## config.mk

```make
export PLATFORM = sky130hd
export DESIGN_NAME = anton_neopixel_apb_bridge
export DESIGN_NICKNAME = d
export VERILOG_FILES = /design/src/rtl/anton_neopixel_apb_bridge.sv
export SDC_FILE = /design/constraint.sdc
export NUM_CORES = 1
export LEC_CHECK = 0
export BUFFER_PORTS_ARGS = -buffer_cell sky130_fd_sc_hd__buf_4
export CELL_PAD_IN_SITES_DETAIL_PLACEMENT = 0
export CELL_PAD_IN_SITES_GLOBAL_PLACEMENT = 1
export CORE_MARGIN = 2
export CORE_UTILIZATION = 28
export CTS_CLUSTER_SIZE = 40
export DETAILED_ROUTE_END_ITERATION = 8
export GPL_ROUTABILITY_DRIVEN = 0
export HOLD_SLACK_MARGIN = 0.08
export PLACE_DENSITY_LB_ADDON = 0.1
export SYNTH_ARGS = -nofsm -noshare
export SYNTH_HDL_FRONTEND = slang
export SYNTH_SLANG_ARGS = --single-unit
```

## constraint.sdc

```tcl
create_clock -name busClk -period 1.5 [get_ports busClk]
set_input_delay 0.15 -clock busClk [delete_from_list [all_inputs] [get_ports busClk]]
set_output_delay 0.15 -clock busClk [all_outputs]
set_load 0.1 [all_outputs]
```

## src/rtl/anton_neopixel_apb_bridge.sv

```systemverilog
// APB slave bridge onto the byte-wide neopixel core bus.
// One APB word access becomes one byte access. Out-of-range pixel accesses
// and writes to the read-only status register are answered with PSLVERR
// and never reach the core.
module anton_neopixel_apb_bridge #(
    parameter logic [12:0] BUFFER_END = 13'd1535
) (
    input  logic        busClk,
    input  logic        busReset,
    input  logic        PSEL,
    input  logic        PENABLE,
    input  logic        PWRITE,
    input  logic [15:0] PADDR,
    input  logic [31:0] PWDATA,
    input  logic [3:0]  PSTRB,
    output logic [31:0] PRDATA,
    output logic        PREADY,
    output logic        PSLVERR,
    output logic [13:0] busAddr,
    output logic [7:0]  busDataIn,
    output logic        busWrite,
    output logic        busRead,
    input  logic [7:0]  busDataOut
);

    typedef enum logic [2:0] {
        ST_IDLE = 3'd0,
        ST_WR   = 3'd1,
        ST_RD   = 3'd2,
        ST_CAP  = 3'd3,
        ST_RESP = 3'd4
    } state_t;

    state_t state_r;
    state_t state_nxt_s;
    logic   err_r;
    logic   err_nxt_s;
    logic   start_s;
    logic   pix_err_s;
    logic   reg_err_s;
    logic   dec_err_s;
    logic   null_wr_s;
    logic   unused_s;

    // Bits of the APB word that a byte-wide core has no use for.
    assign unused_s = ^{PADDR[1:0], PWDATA[31:8], PSTRB[3:1]};

    // Access decode: new access detection and error/null-write classification.
    always_comb begin
        start_s   = PSEL & PENABLE & ~PREADY;
        pix_err_s = ~PADDR[15] & (PADDR[14:2] > BUFFER_END);
        reg_err_s = PADDR[15] & PWRITE & (PADDR[3:2] == 2'd3);
        dec_err_s = pix_err_s | reg_err_s;
        null_wr_s = PWRITE & ~PSTRB[0];
    end

    // State register; reset abandons any transfer in progress.
    always_ff @(posedge busClk) begin
        if (busReset) begin
            state_r <= ST_IDLE;
            err_r   <= 1'b0;
        end else begin
            state_r <= state_nxt_s;
            err_r   <= err_nxt_s;
        end
    end

    // Next-state logic and error flag tracking.
    always_comb begin
        state_nxt_s = state_r;
        err_nxt_s   = err_r;
        case (state_r)
            ST_IDLE: begin
                if (start_s) begin
                    err_nxt_s = dec_err_s;
                    if (dec_err_s) begin
                        state_nxt_s = ST_RESP;
                    end else if (null_wr_s) begin
                        state_nxt_s = ST_RESP;
                    end else if (PWRITE) begin
                        state_nxt_s = ST_WR;
                    end else begin
                        state_nxt_s = ST_RD;
                    end
                end else begin
                    state_nxt_s = ST_IDLE;
                end
            end
            ST_WR:   state_nxt_s = ST_RESP;
            ST_RD:   state_nxt_s = ST_CAP;
            ST_CAP:  state_nxt_s = ST_RESP;
            ST_RESP: begin
                state_nxt_s = ST_IDLE;
                err_nxt_s   = 1'b0;
            end
            default: begin
                state_nxt_s = ST_IDLE;
                err_nxt_s   = 1'b0;
            end
        endcase
    end

    // Registered outputs: strobes/handshake follow the next state, address
    // and data latch only when a new access is accepted in IDLE.
    always_ff @(posedge busClk) begin
        if (busReset) begin
            busWrite  <= 1'b0;
            busRead   <= 1'b0;
            PREADY    <= 1'b0;
            PSLVERR   <= 1'b0;
            busAddr   <= 14'd0;
            busDataIn <= 8'd0;
            PRDATA    <= 32'd0;
        end else begin
            busWrite <= (state_nxt_s == ST_WR);
            busRead  <= (state_nxt_s == ST_RD);
            PREADY   <= (state_nxt_s == ST_RESP);
            PSLVERR  <= (state_nxt_s == ST_RESP) & err_nxt_s;
            if ((state_r == ST_IDLE) && start_s) begin
                busAddr   <= PADDR[15:2];
                busDataIn <= PWDATA[7:0];
                if (dec_err_s && !PWRITE) begin
                    PRDATA <= 32'd0;
                end
            end
            if (state_r == ST_CAP) begin
                PRDATA <= {24'd0, busDataOut};
            end
        end
    end

endmodule
```

Word-level counts from Yosys, hierarchy flattened
Cells that the tools add are included.
W data, S select, Z words.
- $add $sub $neg: 0
- multipliers: 0
- div/mod/pow operators: 0
- order comparisons: 1
- equality and inequality tests: 7
- shifts and indexed selects: 0
- multiplexer cells: 10
- bitwise gates (word level): 11
- reduce and logical (&&, ||, !) cells: 9
- operator list (cell ; count):
    $mux W8 ; 3
    $gt A13 B11 Y1 const B ; 1
    $eq A3 B2 Y1 const B ; 3
    $mux W3 ; 3
    $pmux W3 S3 ; 1
    $and A1 B1 Y1 ; 7
    $eq A3 B1 Y1 const B ; 2
    $reduce_bool A2 Y1 ; 2
    $eq A3 B3 Y1 const B ; 1
    $logic_not A3 Y1 ; 1
    $not A1 Y1 ; 3
    $reduce_or A3 Y1 ; 1
    $eq A2 B2 Y1 const B ; 1
    $logic_and A1 B1 Y1 ; 2
    $mux W2 ; 1
    $pmux W1 S2 ; 1
    $reduce_and A2 Y1 ; 1
    $reduce_or A2 Y1 ; 1
    $logic_not A1 Y1 ; 1
    $mux W1 ; 1
    $or A1 B1 Y1 ; 1
- flip-flop bits (word level): 38
- bits in latches: 0
- memory bits (writable): 0
- memory bits (read-only): 0
- input bits: 65
- logic and storage cells: 47
- memories: 0

Depth between registers and ports, before layout
Gate-level depths: netlist of the first run.
- depth after elaboration: 8
- depth in mapped cells: 5
- gate-level depth less buffers: 3

Worst setup path before layout of the first run
Ideal clock, no wire load.
- path kind: register to register
- start point: reg PREADY
- end point: reg busAddr[11]
- data arrival time: 1.756 ns
- setup slack: -0.327 ns
- stages on the path, launching flop included: 6
- buffers on the path: 2
- clock period less this slack: 1.827 ns
- cells stage by stage: dfxtp_1 -> nand4bb_1 -> buf_2 -> buf_2 -> o21ai_0 -> a21oi_1
- longest elaborated chain between the ends: 3
- ends and longest elaborated chain (what ; line ; text):
    from (decl) ; 17 ; output logic PREADY,
    from (signal assigned) ; 117 ; PREADY <= (state_nxt_s == ST_RESP);
    $not A1 Y1 ; 50 ; start_s = PSEL & PENABLE & ~PREADY;
    $and A1 B1 Y1 ; 50 ;
    $logic_and A1 B1 Y1 ; 119 ; if ((state_r == ST_IDLE) && start_s) begin
    to (signal assigned) ; 120 ; busAddr <= PADDR[15:2];
    to (decl) ; 19 ; output logic [13:0] busAddr,
No other way between the ends.
A chain may end at the register's enable or synchronous reset.

Worst setup path after layout of the first run
- start point: reg PREADY
- end point: reg err_r
- longest elaborated chain between the ends: 4
- ends and longest elaborated chain (what ; line ; text):
    $not A1 Y1 ; 50 ;
    $and A1 B1 Y1 ; 50 ;
    $mux W1 ; 74 ; if (start_s) begin
    $pmux W1 S2 ; 72 ; case (state_r)
    to (signal assigned) ; 64 ; err_r <= err_nxt_s;
    to (decl) ; 36 ; logic err_r;
No other way between the ends.

==> results of run 1 <==
critical path, stage by stage (launching register included):
cell	delay, ns
dfxtp_4	0.36
nand4bb_1	0.28
buf_4	0.28
o311a_1	0.34
worst paths after layout:
check	startpoint	endpoint	slack (ns)	depth (start not counted)
worst max-delay path	PREADY$_SDFF_PP0_	err_r$_SDFF_PP0_	0.13	3
worst min-delay path	PWDATA[6]	busDataIn[6]$_SDFFE_PP0P_	0.12	3
worst max register to register	PREADY$_SDFF_PP0_	err_r$_SDFF_PP0_	0.13	3
worst min register to register	busAddr[5]$_SDFFE_PP0P_	busAddr[5]$_SDFFE_PP0P_	0.48	2
layout make-up:
cell class	count	share of cell area (%)
Clock buffer	7	3.49
Timing Repair Buffer	91	28.4
Clock inverter	1	0.202
Tap cell	75	3.80
Sequential cell	38	30.9
Inverter	2	0.304
Multi-Input combinational cell	144	32.8
layout by cell type, fill, tap and decap left out, drive strengths merged, types with 2 or more instances in the layout:
master | Yosys | final
buf | 35 | 83
dfxtp | 38 | 38
o21ai | 30 | 30
nand3 | 24 | 24
conb | 1 | 24
a21oi | 23 | 23
nand3b | 9 | 9
nand2 | 9 | 9
dlygate4sd3 | 0 | 8
clkbuf | 6 | 7
nor2 | 4 | 4
inv | 2 | 2
or3 | 2 | 2
o31a | 2 | 2
nor4bb | 2 | 2
a211oi | 2 | 2
nor4 | 2 | 2
kinds of logic after synthesis:
logic type | Yosys count | synth area share (%)
buf+inv | 43 | 16.0
other cells | 1 | 0.215
compound gates | 64 | 21.0
simple gates | 56 | 19.3
flops | 38 | 43.5
Yosys cell counts (2+ instances only):
cell	instances	area [sq um]
dfxtp_1	38	761
o21ai_0	27	135
buf_4	26	195
nand3_1	24	120
a21oi_1	23	115
nand3b_1	9	67.6
buf_2	8	40.0
nand2_1	8	30.0
clkbuf_1	4	15.0
nor2_1	4	15.0
o21ai_1	3	15.0
clkbuf_2	2	10.0
inv_1	2	7.51
nor4bb_1	2	20.0
o31a_1	2	17.5
or3_1	2	12.5
registers in the layout, indices dropped and copies added (netlist names):
signal     flops
state_r        3
busAddr       14
PREADY         1
PRDATA         8
err_r          1
busDataIn      8
PSLVERR        1
busRead        1
busWrite       1
power by group through the flow:
stage | combinational [mW] | clock, mW | sequential [mW]
2_1_floorplan | 0.460 | 0 | 1.34
3_3_place_gp | 0.852 | 0 | 1.09
3_5_place_dp | 0.852 | 0 | 1.09
4_1_cts | 0.871 | 0.772 | 1.07
5_1_grt | 0.906 | 0.822 | 1.07
6_report | 0.866 | 0.727 | 1.07
timing repair:
item                                   4_1_cts  5_1_grt
endpoints found under the hold margin        8        0
buffers inserted                             0        0
hold buffers                                 8        0
setup endpoints to repair                    0        0
through the flow:
step           cells  hold WS, ns  util (%)  instance area, sq um  setup slack [ns]
3_5_place_dp     342        0.350      38.4                  2300             0.112
6_report         358        0.121      41.3                  2470             0.132
3_3_place_gp     342        0.347      38.4                  2300             0.122
4_1_cts          358        0.110      41.3                  2470             0.101
2_1_floorplan    225        0.259         -                  1840             0.101
5_1_grt          358        0.108      41.3                  2470           0.00508
metal layers:
metal / part of all wire (%) / GRT usage, %
met5: 0 / 0
met4: 0.68 / 3.13
met3: 6.1 / 4.97
met2: 48 / 21.3
met1: 45 / 17.8
==> impl_metrics.tcl, run 1 <==
set metrics [dict create \
    status "complete, no violations" \
    root_buffer "clkbuf_8" \
    clkPwrFrac_pct 27.3 \
    rsz0062_at_grt "false" \
    worstPathRequired_ns 1.68 \
    finalCritPeriodShare_pct 91.2 \
    max_freq_ghz 0.731 \
    power.switching_mw 1.05 \
    drc 0 \
    pin_count 123 \
    pwr-share-comb_pct 32.5 \
    seqPwrFrac_pct 40.2 \
    grt_usage_pct 13.6 \
    ys.flop_type "dfxtp_1" \
    start_util_pct 29.2 \
    seq_area_sq_um 764 \
    yosysSeqAreaShare_pct 43.5 \
    grt_pass1_wl_um 7640 \
    port_buffers 69 \
    intPower_mw 1.61 \
    areaGrowthSynthToFinish_pct 41.4 \
    power.density_mw_per_mm2 1080 \
    die_w_um 83.0 \
    p_sw_share_pct 39.4 \
    path_class "flop to flop" \
    async_reset_ff_share_pct 0 \
    grt_pass1_vias 1511 \
    post_drt_wl_per_cell_um 13.2 \
    cts_tree "built" \
    hp-class "primary input to flop" \
    fin_total_pwr_mw 2.66 \
    arrival_ns 1.55 \
    clockBufferDepth 2 \
    final-max-slew-violation-count 0 \
    avgSynthCellArea_sq_um 8.65 \
    path_max_fanout 25 \
    synth_edf_count 0 \
    cts_sinks 38 \
    cts-resized-gates 0 \
    first_pass_iters 4 \
    fp.dieH_um 83.0 \
    ant_nets 0 \
    ys_types 34 \
    maxCapViolations 0 \
    grt_max_degree 26 \
    finClkSkew_ns 0.00345 \
    synth.cell_area_sq_mm 0.00175 \
    die-area_sq_mm 0.00689 \
    core_region_area_sq_mm 0.00599 \
    finalSetupViolations 0 \
    ir_drop_mv 0.446 \
    antenna_found_initial 0 \
    multi_input_area_sq_um 812 \
    drtIter0Drc 59 \
    htreeDepth 2 \
    rows 28 \
    netlist_instances 202 \
    routed_via_density 4.55 \
    final_nets 347 \
    start_kind "flop" \
    ys_ff_latch 38 \
    drive_above_1_share_pct 34.6 \
    hold_viol 0 \
    fin_crit_ns 1.37 \
    clk_pin_slew_ns 0.07 \
    fillCellCount 612 \
    leakagePower_nw 1.05 \
    clock_latency_ns 0.28 \
    setup-tns-final_ns 0 \
    cts_made_buffers 5 \
    yosys_warnings 0 \
    overflow 0 \
    vias 1629 \
    wl_um 4730 \
    endpoint_kind "flop" \
    dp.final_hpwl_um 3290 \
    antennaDiodeCount 0 \
]
Note: power is estimated with default switching activity, not from simulation.
==> inputs of run 2 (changes only) <==
Settings changed: SETUP_SLACK_MARGIN from default to 0.4, SLEW_MARGIN from default to 40.
==> run 2 against run 1 <==
Compared with the run above: largest power group unchanged; fmax rose by 9.1%; setup slack improved by 0.11 ns; critical endpoint is now PRDATA[3]$_SDFFE_PP0P_; die area did not move; count of clock-buffer cells in the layout did not move; core utilization rose by 2.5 points.
==> impl_metrics.tcl, run 2 (synthesized netlist as in run 1, its figures left out) <==
set metrics [dict create \
    grt_pass1_wl_um 7830 \
    max_freq_ghz 0.798 \
    seqPwrFrac_pct 40.7 \
    dp_cells 341 \
    root_buffer "clkbuf_8" \
    status "complete, no violations" \
    crit_chain "nand4bb_4 > nor4_4 > buf_6 > o21ai_1" \
    grt_usage_pct 13.9 \
    cts_sinks 38 \
    crit_start "state_r[1]$_SDFF_PP0_" \
    reg_top3 "busAddr (14), PRDATA (8), busDataIn (8)" \
    post_drt_wl_per_cell_um 13.2 \
    start_util_pct 29.2 \
    hold_viol 0 \
    maxCapViolations 0 \
    crit_buf_inv 1 \
    cts_tree "built" \
    rows 28 \
    finClkSkew_ns 0.00303 \
    hp-class "primary input to flop" \
    drtIter0Drc 30 \
    p_sw_share_pct 39.5 \
    cts_made_buffers 5 \
    intPower_mw 1.59 \
    clockBufferDepth 2 \
    grt_max_degree 29 \
    drive_above_1_share_pct 40.1 \
    clk_pin_slew_ns 0.07 \
    fp.dieH_um 83.0 \
    min_from "PWDATA[2]" \
    die-area_sq_mm 0.00689 \
    start_kind "flop" \
    first_pass_iters 4 \
    htreeDepth 2 \
    finalCritPeriodShare_pct 83.6 \
    pin_count 123 \
    pwr-share-comb_pct 34.4 \
    path_class "flop to flop" \
    final-max-slew-violation-count 0 \
    layout_common_cells "70 x buf_4, 33 x dfxtp_1, 24 x nand3_1, 24 x conb_1, 23 x a21oi_1" \
    fin_crit_ns 1.25 \
    ir_drop_mv 0.383 \
    rsz0062_at_grt "true" \
    vias 1663 \
    final_util_pct 43.8 \
    leakagePower_nw 1.10 \
    antenna_found_initial 0 \
    port_buffers 69 \
    drc 0 \
    power.switching_mw 1.04 \
    arrival_ns 1.43 \
    hold_slack_ns 0.116 \
    antennaDiodeCount 0 \
    areaGrowthSynthToFinish_pct 50.2 \
    slowest_stage "dfxtp_2" \
    power.density_mw_per_mm2 1000 \
    clock_latency_ns 0.28 \
    finalSetupViolations 0 \
    layout_commonest_cell "buf_4" \
    setup-tns-final_ns 0 \
    final_cells 362 \
    routed_via_density 4.59 \
    ant_nets 0 \
    critPathTopFamily "simple AND/OR/NAND/NOR gates" \
    dp.final_hpwl_um 3220 \
    grt_pass1_vias 1594 \
    wl_um 4790 \
    top_register "busAddr" \
    final_nets 352 \
    clkPwrFrac_pct 24.9 \
    endpoint_kind "flop" \
    overflow 0 \
    die_w_um 83.0 \
    path_max_fanout 8 \
    core_region_area_sq_mm 0.00599 \
    cpPeakStageDelay_ns 0.34 \
    worstPathRequired_ns 1.68 \
    regToRegStartpoint "state_r[1]$_SDFF_PP0_" \
    largest_reg_flops 14 \
]
-- run 2: layer usage --
| metal | track usage, % | up-vias | wire (um) |
|---|---|---|---|
| li1 | - | 842 | - |
| met1 | 17.9 | 753 | 2150 |
| met2 | 22.0 | 62 | 2230 |
| met3 | 5.07 | 6 | 355 |
| met4 | 3.58 | 0 | 57 |
| met5 | 0 | - | 0 |
-- run 2: cell type report --
class                      instances  area, sq um
clock buffer                       7         76.3
fill                             611         3370
inverter                           2         7.51
multi-input combinational        144          863
sequential                        38          772
tap                               75         93.8
timing repair buffer              96          812
-- run 2: power groups by stage --
stage               registers (mW)  clock network [mW]  logic, mW
finish                        1.07               0.657      0.905
detailed placement            1.09                   0      0.848
global route                  1.08               0.742      0.948
CTS                           1.07               0.688      0.890
floorplan                     1.34                   0      0.460
global placement              1.09                   0      0.850
-- run 2: final timing paths --
| kind | end | slack (ns) | depth (start not counted) |
|---|---|---|---|
| worst max-delay path | PRDATA[3]$_SDFFE_PP0P_ | 0.25 | 4 |
| worst min-delay path | busDataIn[2]$_SDFFE_PP0P_ | 0.12 | 3 |
| worst min register to register | busDataIn[2]$_SDFFE_PP0P_ | 0.47 | 2 |
| worst max register to register | PRDATA[3]$_SDFFE_PP0P_ | 0.25 | 4 |
-- run 2: metrics by stage --
step	cell area [sq um]	power [mW]	setup WS (ns)
6_report	2630	2.63	0.246
5_1_grt	2630	2.77	0.156
4_1_cts	2520	2.65	0.229
3_5_place_dp	2300	1.94	0.121
3_3_place_gp	2300	1.94	0.127
2_1_floorplan	1840	1.80	0.101
-- run 2: timing repair --
action | in CTS | in global routing
hold buffers | 8 | 0
cloned | 1 | 0
endpoints found under the hold margin | 8 | 0
pin swaps | 2 | 9
setup buffers | 2 | 3
gates resized for setup | 12 | 33
endpoints found under the setup margin | 38 | 52
-- run 2: tightest hold or removal path: stages --
cell     delay [ns]
buf_4          0.11
nand3_1        0.05
a21oi_1        0.05
